[src/rtl/mem_access_pkg.sv]
// mem_access_pkg: RV32I load/store codes, writeback selects and FSM encoding.
package mem_access_pkg;
  localparam logic [2:0] LB  = 3'b000;
  localparam logic [2:0] LH  = 3'b001;
  localparam logic [2:0] LW  = 3'b010;
  localparam logic [2:0] LBU = 3'b100;
  localparam logic [2:0] LHU = 3'b101;
  localparam logic [2:0] SB  = 3'b000;
  localparam logic [2:0] SH  = 3'b001;
  localparam logic [2:0] SW  = 3'b010;
  localparam logic [1:0] ALUOUT_SEL = 2'd0;
  localparam logic [1:0] DTAMEM_SEL = 2'd1;
  localparam logic [1:0] PC_P_4_SEL = 2'd2;
  typedef enum logic [1:0] {IDLE = 2'd0, REQ = 2'd1, RESP = 2'd2} state_t;
  // size is funct3[1:0]: 0 byte, 1 halfword, 2 word
  function automatic logic misaligned(input logic [1:0] size, input logic [1:0] addr);
    return (size == 2'b01 && addr[0]) || (size == 2'b10 && addr != 2'b00);
  endfunction
endpackage

[src/rtl/mem_access_if.sv]
// mem_access_if: data-memory request/grant/response bus.
interface mem_access_if;
  logic        req;
  logic        we;
  logic [31:0] addr;
  logic [3:0]  be;
  logic [31:0] wdata;
  logic        gnt;
  logic        rvalid;
  logic [31:0] rdata;
  modport master (output req, we, addr, be, wdata, input gnt, rvalid, rdata);
  modport slave  (input req, we, addr, be, wdata, output gnt, rvalid, rdata);
endinterface

[src/rtl/store_align.sv]
// store_align: byte enables and lane-replicated store data from size and address offset.
module store_align (
  input  logic [1:0]  size,
  input  logic [1:0]  addr,
  input  logic [31:0] rs2,
  output logic [3:0]  be,
  output logic [31:0] wdata
);
  always_comb begin
    be    = size == 2'b00 ? 4'b0001 << addr : size == 2'b01 ? 4'b0011 << {addr[1], 1'b0} : 4'b1111;
    wdata = size == 2'b00 ? {4{rs2[7:0]}} : size == 2'b01 ? {2{rs2[15:0]}} : rs2;
  end
endmodule

[src/rtl/mem_access.sv]
// mem_access: memory stage running one bus transaction per load/store and registering the writeback bundle.
module mem_access
  import mem_access_pkg::*;
(
  input  logic        clk,
  input  logic        rst_n,
  input  logic        ex_valid,
  input  logic [31:0] ex_alu_out,
  input  logic [31:0] ex_rs2_data,
  input  logic [2:0]  ex_funct3,
  input  logic        ex_mem_read,
  input  logic        ex_mem_write,
  input  logic [1:0]  ex_wb_mux,
  input  logic [31:0] ex_pc,
  input  logic [4:0]  ex_rd,
  output logic        stall,
  mem_access_if.master dm,
  output logic        wb_valid,
  output logic [31:0] wb_alu_out,
  output logic [31:0] wb_data_in,
  output logic [31:0] wb_pc,
  output logic [2:0]  wb_funct3,
  output logic [1:0]  wb_wb_mux,
  output logic [4:0]  wb_rd,
  output logic        misalign
);
  state_t      state, state_nx;
  logic        mem_op, mis, accept, we_q;
  logic [31:0] addr_q, wdata_q, pc_q, wdata_sa;
  logic [3:0]  be_q, be_sa;
  logic [2:0]  f3_q;
  logic [1:0]  mux_q;
  logic [4:0]  rd_q;
  assign mem_op = ex_mem_read | ex_mem_write;
  assign mis    = misaligned(ex_funct3[1:0], ex_alu_out[1:0]);
  assign accept = state == IDLE && ex_valid && mem_op && !mis;
  store_align u_store_align (
    .size  (ex_funct3[1:0]),
    .addr  (ex_alu_out[1:0]),
    .rs2   (ex_rs2_data),
    .be    (be_sa),
    .wdata (wdata_sa)
  );
  always_ff @(posedge clk or negedge rst_n)
    if (!rst_n) state <= IDLE;
    else        state <= state_nx;
  always_comb
    state_nx = state == IDLE ? (accept ? REQ : IDLE) :
               state == REQ  ? (dm.gnt ? RESP : REQ) :
                               (dm.rvalid ? IDLE : RESP);
  always_comb begin
    dm.req = state == REQ;
    dm.we  = state == REQ && we_q;
    stall  = state != IDLE || accept;
  end
  assign dm.addr  = {addr_q[31:2], 2'b00};
  assign dm.be    = be_q;
  assign dm.wdata = wdata_q;
  // Misaligned ops fall into the pass-through path but leave wb_valid low.
  always_ff @(posedge clk or negedge rst_n)
    if (!rst_n) begin
      {addr_q, wdata_q, pc_q, be_q, f3_q, mux_q, rd_q, we_q} <= '0;
      {wb_valid, wb_alu_out, wb_data_in, wb_pc, wb_funct3, wb_wb_mux, wb_rd, misalign} <= '0;
    end else begin
      wb_valid <= 1'b0;
      misalign <= 1'b0;
      if (accept) begin
        addr_q  <= ex_alu_out;
        we_q    <= ex_mem_write;
        be_q    <= ex_mem_write ? be_sa : 4'b1111;
        wdata_q <= wdata_sa;
        f3_q    <= ex_funct3;
        mux_q   <= ex_wb_mux;
        pc_q    <= ex_pc;
        rd_q    <= ex_rd;
      end else if (state == IDLE && ex_valid) begin
        wb_valid   <= !mem_op;
        misalign   <= mem_op;
        wb_alu_out <= ex_alu_out;
        wb_data_in <= '0;
        wb_pc      <= ex_pc;
        wb_funct3  <= ex_funct3;
        wb_wb_mux  <= ex_wb_mux;
        wb_rd      <= ex_rd;
      end else if (state == RESP && dm.rvalid) begin
        wb_valid   <= 1'b1;
        wb_alu_out <= addr_q;
        wb_data_in <= we_q ? '0 : dm.rdata >> {addr_q[1:0], 3'b000};
        wb_pc      <= pc_q;
        wb_funct3  <= f3_q;
        wb_wb_mux  <= mux_q;
        wb_rd      <= rd_q;
      end
    end
endmodule
[src/flat_wrapper.sv]
// flat-port wrapper written by rule: the top's interface ports become plain ports
module mem_access_flat import mem_access_pkg::*;
  (clk, rst_n, ex_valid, ex_alu_out, ex_rs2_data, ex_funct3, ex_mem_read, ex_mem_write, ex_wb_mux, ex_pc, ex_rd, stall, wb_valid, wb_alu_out, wb_data_in, wb_pc, wb_funct3, wb_wb_mux, wb_rd, misalign, dm_req, dm_we, dm_addr, dm_be, dm_wdata, dm_gnt, dm_rvalid, dm_rdata);
  mem_access_if dm_i ();
  input  logic clk;
  input  logic rst_n;
  input  logic ex_valid;
  input  logic [31:0] ex_alu_out;
  input  logic [31:0] ex_rs2_data;
  input  logic [2:0] ex_funct3;
  input  logic ex_mem_read;
  input  logic ex_mem_write;
  input  logic [1:0] ex_wb_mux;
  input  logic [31:0] ex_pc;
  input  logic [4:0] ex_rd;
  output logic stall;
  output logic wb_valid;
  output logic [31:0] wb_alu_out;
  output logic [31:0] wb_data_in;
  output logic [31:0] wb_pc;
  output logic [2:0] wb_funct3;
  output logic [1:0] wb_wb_mux;
  output logic [4:0] wb_rd;
  output logic misalign;
  output wire logic [$bits(dm_i.req)-1:0] dm_req;
  output wire logic [$bits(dm_i.we)-1:0] dm_we;
  output wire logic [$bits(dm_i.addr)-1:0] dm_addr;
  output wire logic [$bits(dm_i.be)-1:0] dm_be;
  output wire logic [$bits(dm_i.wdata)-1:0] dm_wdata;
  input wire logic [$bits(dm_i.gnt)-1:0] dm_gnt;
  input wire logic [$bits(dm_i.rvalid)-1:0] dm_rvalid;
  input wire logic [$bits(dm_i.rdata)-1:0] dm_rdata;
  assign dm_req = dm_i.req;
  assign dm_we = dm_i.we;
  assign dm_addr = dm_i.addr;
  assign dm_be = dm_i.be;
  assign dm_wdata = dm_i.wdata;
  assign dm_i.gnt = dm_gnt;
  assign dm_i.rvalid = dm_rvalid;
  assign dm_i.rdata = dm_rdata;
  mem_access u_core (.clk(clk), .rst_n(rst_n), .ex_valid(ex_valid), .ex_alu_out(ex_alu_out), .ex_rs2_data(ex_rs2_data), .ex_funct3(ex_funct3), .ex_mem_read(ex_mem_read), .ex_mem_write(ex_mem_write), .ex_wb_mux(ex_wb_mux), .ex_pc(ex_pc), .ex_rd(ex_rd), .stall(stall), .dm(dm_i), .wb_valid(wb_valid), .wb_alu_out(wb_alu_out), .wb_data_in(wb_data_in), .wb_pc(wb_pc), .wb_funct3(wb_funct3), .wb_wb_mux(wb_wb_mux), .wb_rd(wb_rd), .misalign(misalign));
endmodule
[config.mk]
export PLATFORM = sky130hd
export DESIGN_NAME = mem_access_flat
export DESIGN_NICKNAME = d
export VERILOG_FILES = /design/src/rtl/mem_access_pkg.sv /design/src/rtl/mem_access_if.sv /design/src/rtl/store_align.sv /design/src/rtl/mem_access.sv /design/src/flat_wrapper.sv
export SDC_FILE = /design/constraint.sdc
export NUM_CORES = 1
export LEC_CHECK = 0
export ABC_AREA = 1
export BUFFER_PORTS_ARGS = -buffer_cell sky130_fd_sc_hd__buf_2
export CAP_MARGIN = 0
export CORE_AREA = 5 5 183 185
export DETAILED_ROUTE_END_ITERATION = 10
export DIE_AREA = 0 0 188 190
export GPL_TIMING_DRIVEN = 1
export HOLD_SLACK_MARGIN = 0.12
export PLACE_DENSITY = 0.53
export SYNTH_ARGS = -nofsm -noshare
export SYNTH_HDL_FRONTEND = slang
export SYNTH_HIERARCHICAL = 1
export SYNTH_SLANG_ARGS = --single-unit
[constraint.sdc]
create_clock -name clk -period 3.1 [get_ports clk]
set_clock_uncertainty 0.15 [all_clocks]
set_input_delay 0.775 -clock clk [delete_from_list [all_inputs] [get_ports clk]]
set_output_delay 0.775 -clock clk [all_outputs]
set_load 0.05 [all_outputs]
==> impl_metrics.ini, run 1 <==
[grt]
grt_pass1_vias = 9376
antenna_found_initial = 4
grt.total_usage_pct = 17.4
overflow = 0
grt_max_degree = 194
grt_pass1_wl_um = 51600

[clock_tree]
cts.clk_slew.worst_paths_ns = 0.06
post_cts_resized = 0
clock_path_buffers = 3
cts_tree = built
clock-sinks = 221
clk_latency_ns = 0.52
cts_buffers = 26
h-tree-depth = 1
cts_root_buffer = clkbuf_16

[detailed_routing]
ant_nets = 0
via_count = 9850
first_pass_iters = 5
drt_wl_total_um = 32200
routed_via_density = 4.70
drc = 0
drt_iter0_drc = 649
wl_per_cell_um = 15.4

[power]
p_int_w = 0.00816
power_density_nw_per_um2 = 1270
power_w = 0.0169
seq_power_share_pct = 29.5
ir_worst_vdd_uv = 687
swShare_pct = 51.8
switching_power_w = 0.00878
pwr-share-clk_pct = 18.0
p_leak_nw = 7.62
p_comb_share_pct = 52.5

[placement]
dp_hpwl_um = 21900
io_buffers = 321
place_inst = 2051
place.gp.congestion = 0.820

[critical_path]
crit_type = flip-flop to output pin
worstSetupEndpointType = output pin
critical_path.startpoint_type = flip-flop
required_ns = 2.17
critPathMaxFanout = 5
crit_arrival_ns = 1.84

[timing]
hold_viol = 0
fin_crit_sh_pct = 89.3
fin_crit_ns = 2.77
report.final.slew_viol_count = 0
fmax_mhz = 361
setup_viol = 0
tightestPinTransition_ns = 0.930
relSlewSlack_pct = 38.0
rsz0062_at_grt = no
setup_tns_ns = 0
whs_ns = 0.302

[die]
rows = 66
start_util_pct = 34.3
die_area_um2 = 35700
fp.coreArea_um2 = 31900
ioPinCount = 324
die_x_um = 188
die_h_um = 190

[synthesis]
netlist_instances = 1433
ys_seq_area_share_pct = 50.6
ys_warn_count = 6
synth-seq-cells = 221
synth_top_area_share_pct = 50.6
syn_area_per_cell_um2 = 7.63
synthTopCellsByArea = dfrtp_1 (51%), nand2_1 (21%), nand3_1 (5.1%)
synth_area_um2 = 10900
yosysUniqueCellTypes = 25
yosysTopAreaCell = dfrtp_1

[status]
status = finished, final reports clean

[finish]
stdcell_count = 2097
utilization_pct = 41.8
finalNetCount = 1817
nFillCells = 3355
syn_to_final_growth_pct = 21.9
drive_gt1_share_pct = 23.4

[hold_path]
hold_path_class = input pin to flip-flop

[run]
drv_cap = 0
-- cells in the final DEF, fill, tap and decap left out, types with 6 or more instances in the layout --
master     instances
o21ai_0          104
clkbuf_16         27
nand4_1            7
buf_2            320
nand2_1          611
buf_12             6
a21oi_1            9
nand3_1          112
o21ai_1           71
clkbuf_1           8
nor2_1            50
inv_1             94
buf_4             14
dfrtp_1          221
-- layout make-up --
cell class                 count  area, um^2  share of cell area (%)
tap                          408         510                    3.83
clock inverter                 4        70.1                   0.526
sequential                   221        5530                    41.5
multi-input combinational    985        4230                    31.7
timing repair buffer         342        1850                    13.9
clock buffer                  40         774                    5.81
inverter                      96         363                    2.72
antenna                        1        2.50                  0.0188
-- routing by layer --
metal,global-route usage (%),share of wire [%],vias to the layer above
li1,-,-,4918
met1,24.5,45,4601
met2,27.6,46,289
met3,4.44,7.1,36
met4,3.02,1.4,6
met5,0,0.12,-
-- repair_timing --
action,in CTS,in global routing
hold buffers,1,0
buffers inserted,0,0
endpoints found under the hold margin,46,0
-- state kept, by name (all words and copies together), names as in the netlist --
signal	cells
u_core/wb_wb_mux	2
u_core/wb_alu_out	32
u_core/dm.wdata	32
u_core/dm.be	4
u_core/we_q	1
u_core/pc_q	32
u_core/misalign	1
u_core/f3_q	3
u_core/state	2
u_core/wb_data_in	32
u_core/wb_rd	5
u_core/addr_q	32
u_core/mux_q	2
u_core/wb_funct3	3
u_core/wb_valid	1
u_core/wb_pc	32
u_core/rd_q	5
-- path summary, 6_finish.rpt --
check	startpoint	endpoint	slack, ns	cells past startpoint
setup / recovery	u_core/state[1]	stall	0.33	6
hold / removal	dm_rvalid	u_core/state[1]	0.30	2
setup reg to reg	u_core/state[1]	u_core/wb_pc[1]	0.89	8
hold reg to reg	u_core/wb_alu_out[31]	u_core/wb_alu_out[31]	0.31	2
max in group asynchronous	rst_n	u_core/pc_q[25]	1.40	3
min in group asynchronous	rst_n	u_core/wb_data_in[19]	0.68	2
-- critical path: stages (launching register included) --
cell and delay (ns):
dfrtp_1 0.41, nor2_4 0.25, nand3_4 0.13, inv_2 0.12
nand2_8 0.07, nand2_1 0.06, buf_2 0.27
-- per-stage QoR --
stage,area (um^2),setup slack (ns)
after floorplan,10900,0.187
after global placement,12500,0.436
after detailed placement,12500,0.430
after CTS,13300,0.287
after global routing,13300,0.197
final,13300,0.332
-- synthesized netlist by cell type (all sizes together) --
cell	n
nand2	615
dfrtp	221
conb	1
nor2	54
nand4	7
clkbuf	14
a21oi	12
inv	96
buf	118
o21ai	175
and2	2
a211oi	1
nand3	117
-- power by group through the flow --
stage               Sequential [W]  Clock, W  Combinational [W]
global placement           0.00502         0            0.00895
floorplan                  0.00779         0            0.00432
finish                     0.00500   0.00305            0.00889
global route               0.00517   0.00326            0.00970
CTS                        0.00501   0.00315            0.00902
detailed placement         0.00503         0            0.00902
-- kinds of logic (layout without fill, tap and decap cells) --
group           count (synthesis)  after routing  synth area share, %
simple gates                  795            795                 29.8
compound gates                188            188                 8.73
flops                         221            221                 50.6
other cells                     1              3               0.0343
buf+inv                       228            482                 10.9
Note: power is estimated with default switching activity, not from simulation.
==> inputs of run 2 (changes only) <==
--- a/config.mk
+++ b/config.mk
@@ -5,15 +5,15 @@
 export SDC_FILE = /design/constraint.sdc
 export NUM_CORES = 1
 export LEC_CHECK = 0
-export ABC_AREA = 1
+export ABC_AREA = 0
 export BUFFER_PORTS_ARGS = -buffer_cell sky130_fd_sc_hd__buf_2
 export CAP_MARGIN = 0
-export CORE_AREA = 5 5 183 185
+export CORE_AREA = 5 5 178 180
 export DETAILED_ROUTE_END_ITERATION = 10
-export DIE_AREA = 0 0 188 190
+export DIE_AREA = 0 0 183 185
 export GPL_TIMING_DRIVEN = 1
 export HOLD_SLACK_MARGIN = 0.12
-export PLACE_DENSITY = 0.53
+export PLACE_DENSITY = 0.54
 export SYNTH_ARGS = -nofsm -noshare
 export SYNTH_HDL_FRONTEND = slang
 export SYNTH_HIERARCHICAL = 1
==> run 2 against run 1 <==
Effect of this change:
- flip-flop and latch count stayed put
- worst setup slack worse by 0.24 ns
- register-to-register slack worse by 0.43 ns
- via count is 25% lower
- global-route usage is 1.1 points lower
- synthesized area is 6.4% lower
- synthesized cell count is 42% lower
- power is 13% lower
- sequential share of layout area is 1.8 points higher
- fmax is 7.9% lower
- critical endpoint unchanged
- largest power group unchanged
==> impl_metrics.ini, run 2 <==
[detailed_routing]
wl_per_cell_um = 18.9
ant_nets = 0
routed_via_density = 4.86
drt_wl_total_um = 28500
drt_iter0_drc = 326
first_pass_iters = 4
drc = 0
via_count = 7353

[synthesis]
synth_common_cells = dfrtp_1 (221), o21ai_0 (151), mux2i_1 (99), mux2_1 (78), mux2_2 (53)
async_flop_share_pct = 100
yosysUniqueCellTypes = 36
syn_area_per_cell_um2 = 12.4
yosysTopAreaCell = dfrtp_1
yosysMostFrequentCell = dfrtp_1
synth_top_area_share_pct = 54.0
ys_seq_area_share_pct = 54.0
synthTopCellsByArea = dfrtp_1 (54%), mux2i_1 (9.7%), mux2_1 (8.6%)
synthFlopType = dfrtp_1
synth-seq-cells = 221
ys_warn_count = 6
netlist_instances = 826
synth_edf_count = 0
synth_area_um2 = 10200

[power]
pwr-share-clk_pct = 19.4
p_int_w = 0.00774
swShare_pct = 47.7
p_comb_share_pct = 47.7
seq_power_share_pct = 32.9
power_w = 0.0148
power_density_nw_per_um2 = 1160
p_leak_nw = 6.30
ir_worst_vdd_uv = 778
switching_power_w = 0.00705

[grt]
grt_max_degree = 78
grt_pass1_vias = 7566
grt_pass1_wl_um = 44300
antenna_found_initial = 6
grt.total_usage_pct = 16.3
overflow = 0

[placement]
io_buffers = 321
place.gp.congestion = 0.813
dp_hpwl_um = 20100

[critical_path]
required_ns = 2.17
critical_path.startpoint_type = flip-flop
critPathMaxStageDelay_ns = 0.47
worstSetupEndpointType = output pin
critPathSlowestCell = or3b_4
crit_arrival_ns = 2.08
cp_cell_sequence = or3b_4, a2111oi_4, or3_4, buf_12
critPathMaxFanout = 6
crit_type = flip-flop to output pin

[finish]
syn_to_final_growth_pct = 24.7
finalNetCount = 1242
drive_gt1_share_pct = 40.4
layout_common_cells = buf_2 (319), dfrtp_1 (221), o21ai_0 (151)
utilization_pct = 42.5
final_common_cell = buf_2

[die]
die_h_um = 185
ioPinCount = 324
start_util_pct = 34.1
die_x_um = 183
die_area_um2 = 33900
fp.coreArea_um2 = 30000
rows = 64

[clock_tree]
h-tree-depth = 1
cts_buffers = 26
clock-sinks = 221
cts_tree = built
clock_path_buffers = 3
cts_hold_buf = 1
cts.clk_slew.worst_paths_ns = 0.06
cts_root_buffer = clkbuf_16
clk_latency_ns = 0.52
post_cts_buffers = 0
post_cts_resized = 0

[timing]
fin_crit_ns = 3.01
relSlewSlack_pct = 18.8
setup_viol = 0
hold_viol = 0
rsz0062_at_grt = no
setup_tns_ns = 0
tightestPinTransition_ns = 1.22
fmax_mhz = 333
report.final.slew_viol_count = 0
fin_crit_sh_pct = 97.0

[hold_path]
hold_path_class = flip-flop to flip-flop

[status]
status = finished, final reports clean

[run]
drv_cap = 0
## run 2: final timing paths
kind	start	slack [ns]	to	cells after the start
worst max-delay path	u_core/state[1]	0.09	stall	4
worst min-delay path	u_core/dm.wdata[6]	0.33	u_core/dm.wdata[6]	1
worst max register to register	u_core/state[1]	0.46	u_core/pc_q[2]	5
worst min register to register	u_core/dm.wdata[6]	0.33	u_core/dm.wdata[6]	1
max in group asynchronous	rst_n	1.44	u_core/wb_alu_out[4]	3
min in group asynchronous	rst_n	0.63	u_core/dm.wdata[10]	2
## run 2: logic make-up after synthesis
kind of cell / Yosys count / synth area share [%]
buffers and inverters: 111 / 7.05
flip-flops: 221 / 54.0
other: 1 / 0.0366
XOR/XNOR: 1 / 0.0856
AO/OA/AOI/OAI: 216 / 12.5
multiplexers: 230 / 24.1
AND/OR/NAND/NOR: 46 / 2.25
## run 2: area by class of cell
type,instances,area (um^2)
fill,2954,17300
sequential,221,5530
multi-input combinational,495,4000
timing repair buffer,346,1910
clock buffer,42,782
tap,396,495
inverter,7,26.3
clock inverter,3,18.8
antenna,3,7.51
## run 2: worst max-delay path, delay by kind of cell (launching register included)
family | cells | cell delay (ns)
flip-flops | 1 | 0.46
AO/OA/AOI/OAI | 1 | 0.29
buffers and inverters | 1 | 0.14
AND/OR/NAND/NOR | 2 | 0.68
## run 2: per-layer routing
layer	GRT usage (%)	wire, um	vias to the layer above
met4	3.84	724	4
met1	21.6	12400	3614
li1	-	-	3464
met2	26.3	13100	226
met3	4.91	2200	45
met5	0	27	-
## run 2: power groups by stage
stage	clock, W	sequential [W]	combinational (W)
after floorplan	0	0.00736	0.00305
after global placement	0	0.00488	0.00709
after detailed placement	0	0.00491	0.00713
after CTS	0.00297	0.00488	0.00714
after global routing	0.00309	0.00505	0.00749
final	0.00288	0.00487	0.00705
## run 2: through the flow
stage	worst slack (ns)	hold slack (ns)	instance area (um^2)	std cells
3_5_place_dp	0.0799	0.318	11900	1464
3_3_place_gp	0.129	0.314	11900	1464
2_1_floorplan	0.0476	0.308	10200	827
6_report	0.0944	0.328	12800	1513
5_1_grt	0.00242	0.312	12800	1513
4_1_cts	0.0501	0.302	12800	1510
==> inputs of run 3 (changes only) <==
--- a/config.mk
+++ b/config.mk
@@ -14,6 +14,7 @@
 export GPL_TIMING_DRIVEN = 1
 export HOLD_SLACK_MARGIN = 0.12
 export PLACE_DENSITY = 0.54
+export REMOVE_ABC_BUFFERS = 1
 export SYNTH_ARGS = -nofsm -noshare
 export SYNTH_HDL_FRONTEND = slang
 export SYNTH_HIERARCHICAL = 1
==> run 3 against run 2 <==
Effect of this change:
- power rose by 3.6%
- non-clock buffer count did not move
- critical path depth did not move
- via count rose by 0.68%
- flip-flop and latch count did not move
- worst hold slack improved by 0.0018 ns
- final area rose by 1.1%
- count of clock-buffer cells in the layout fell by 13
- largest power group unchanged
- highest routed layer unchanged
==> impl_metrics.ini, run 3 (synthesis gave the netlist of run 2 again) <==
[critical_path]
critPathMaxFanout = 6
crit_arrival_ns = 1.98
required_ns = 2.17
worstSetupEndpointType = output pin
crit_type = flip-flop to output pin
critical_path.startpoint_type = flip-flop
reg2regPathDepth = 5

[die]
die_h_um = 185
die_x_um = 183
rows = 64
die_area_um2 = 33900
ioPinCount = 324
start_util_pct = 34.1
fp.coreArea_um2 = 30000

[grt]
antenna_found_initial = 3
grt_max_degree = 80
overflow = 0
grt_pass1_wl_um = 44300
grt_pass1_vias = 7686
grt.total_usage_pct = 16.0

[timing]
rsz0062_at_grt = no
hold_viol = 0
fin_crit_sh_pct = 93.9
fin_crit_ns = 2.91
fin_ws_ns = 0.190
tightestPinTransition_ns = 0.714
report.final.slew_viol_count = 0
relSlewSlack_pct = 52.3
setup_viol = 0
fmax_mhz = 344

[clock_tree]
post_cts_buffers = 0
clock_path_buffers = 3
h-tree-depth = 1
cts_root_buffer = clkbuf_16
clk_latency_ns = 0.52
cts_tree = built
clock-sinks = 221
cts.clk_slew.worst_paths_ns = 0.06
cts_buffers = 25

[run]
drv_cap = 0

[finish]
stdcell_count = 1511
layout_common_cells = buf_2 (319), dfrtp_1 (220), o21ai_0 (151)
final_cell_area_um2 = 12900
utilization_pct = 43.0
final_common_cell = buf_2
nFillCells = 2932
finalNetCount = 1241
n_antenna_cell = 0
syn_to_final_growth_pct = 26.2
drive_gt1_share_pct = 41.3

[power]
power_w = 0.0153
p_leak_nw = 6.38
ir_worst_vdd_uv = 582
power_density_nw_per_um2 = 1190

[placement]
place.gp.congestion = 0.748
place_inst = 1464
dp_hpwl_um = 19300
post-place-ws_ns = 0.113
io_buffers = 321
place_area_um2 = 11900

[detailed_routing]
drt_iter0_drc = 359
drc = 0
routed_via_density = 4.90
ant_nets = 0
wl_per_cell_um = 18.5
drt_wl_total_um = 28000
via_count = 7403
first_pass_iters = 4

[hold_path]
hold_path_class = input pin to flip-flop
min_path_cells = 2

[status]
status = finished, final reports clean
==> run 3: changes by cell type in the layout (fill, tap and decap cells not counted), moves of 2 or more <==
| cell | before | now |
|---|---|---|
| bufinv_16 | 0 | 8 |
| clkbuf_8 | 5 | 3 |
| clkbuf_16 | 27 | 25 |
| diode_2 | 3 | 0 |
| clkinv_2 | 2 | 7 |
| clkbuf_1 | 10 | 1 |
==> run 3: where the power goes <==
part           total, W  internal [W]  switching, W
Sequential      0.00478       0.00412      0.000665
Combinational   0.00710       0.00191       0.00519
Clock           0.00343       0.00221       0.00122
Total            0.0153       0.00824       0.00707
==> run 3: what timing repair did <==
action | in CTS | in global routing
endpoints found under the hold margin | 61 | 0
hold buffers | 1 | 0
gates cloned | 0 | 0
gates resized for setup | 2 | 2
setup endpoints to repair | 1 | 1
pin swaps | 0 | 1
==> run 3: final timing paths <==
path | from | endpoint | slack [ns]
max in group asynchronous | rst_n | u_core/wb_pc[15] | 1.43
min | ex_alu_out[19] | u_core/addr_q[19] | 0.33
min in group asynchronous | rst_n | u_core/wb_pc[29] | 0.66
min reg2reg | u_core/dm.wdata[29] | u_core/dm.wdata[29] | 0.33
max | u_core/state[1] | stall | 0.19
max reg2reg | u_core/state[1] | u_core/addr_q[3] | 0.64
==> run 3: worst max-delay path, stage by stage, from the launching register on <==
cell	delay [ns]
dfrtp_2	0.44
or3b_4	0.45
a2111oi_4	0.24
or3_4	0.19
buf_6	0.15
==> run 3: through the flow <==
step / TNS (ns) / hold WS [ns]
global placement: 0 / 0.312
CTS: 0 / 0.297
finish: 0 / 0.330
detailed placement: 0 / 0.322
global route: 0 / 0.306
floorplan: -1410.70 / 0.308
==> run 3: final cells by class <==
class / instances / area [um^2] / area share [%]
Clock buffer: 29 / 671 / 5.19
Sequential cell: 221 / 5530 / 42.8
Tap cell: 396 / 495 / 3.84
Clock inverter: 17 / 292 / 2.26
Inverter: 7 / 26.3 / 0.203
Timing Repair Buffer: 346 / 1900 / 14.7
Multi-Input combinational cell: 495 / 4000 / 31.0
==> run 3: layer usage <==
layer  vias up  share of wire (%)  track usage [%]
met5         -               0.12                0
met4         6                1.1             2.98
met3        33                8.9             5.22
met2       243                 48             26.2
met1      3657                 42             21.0
li1       3464                  -                -
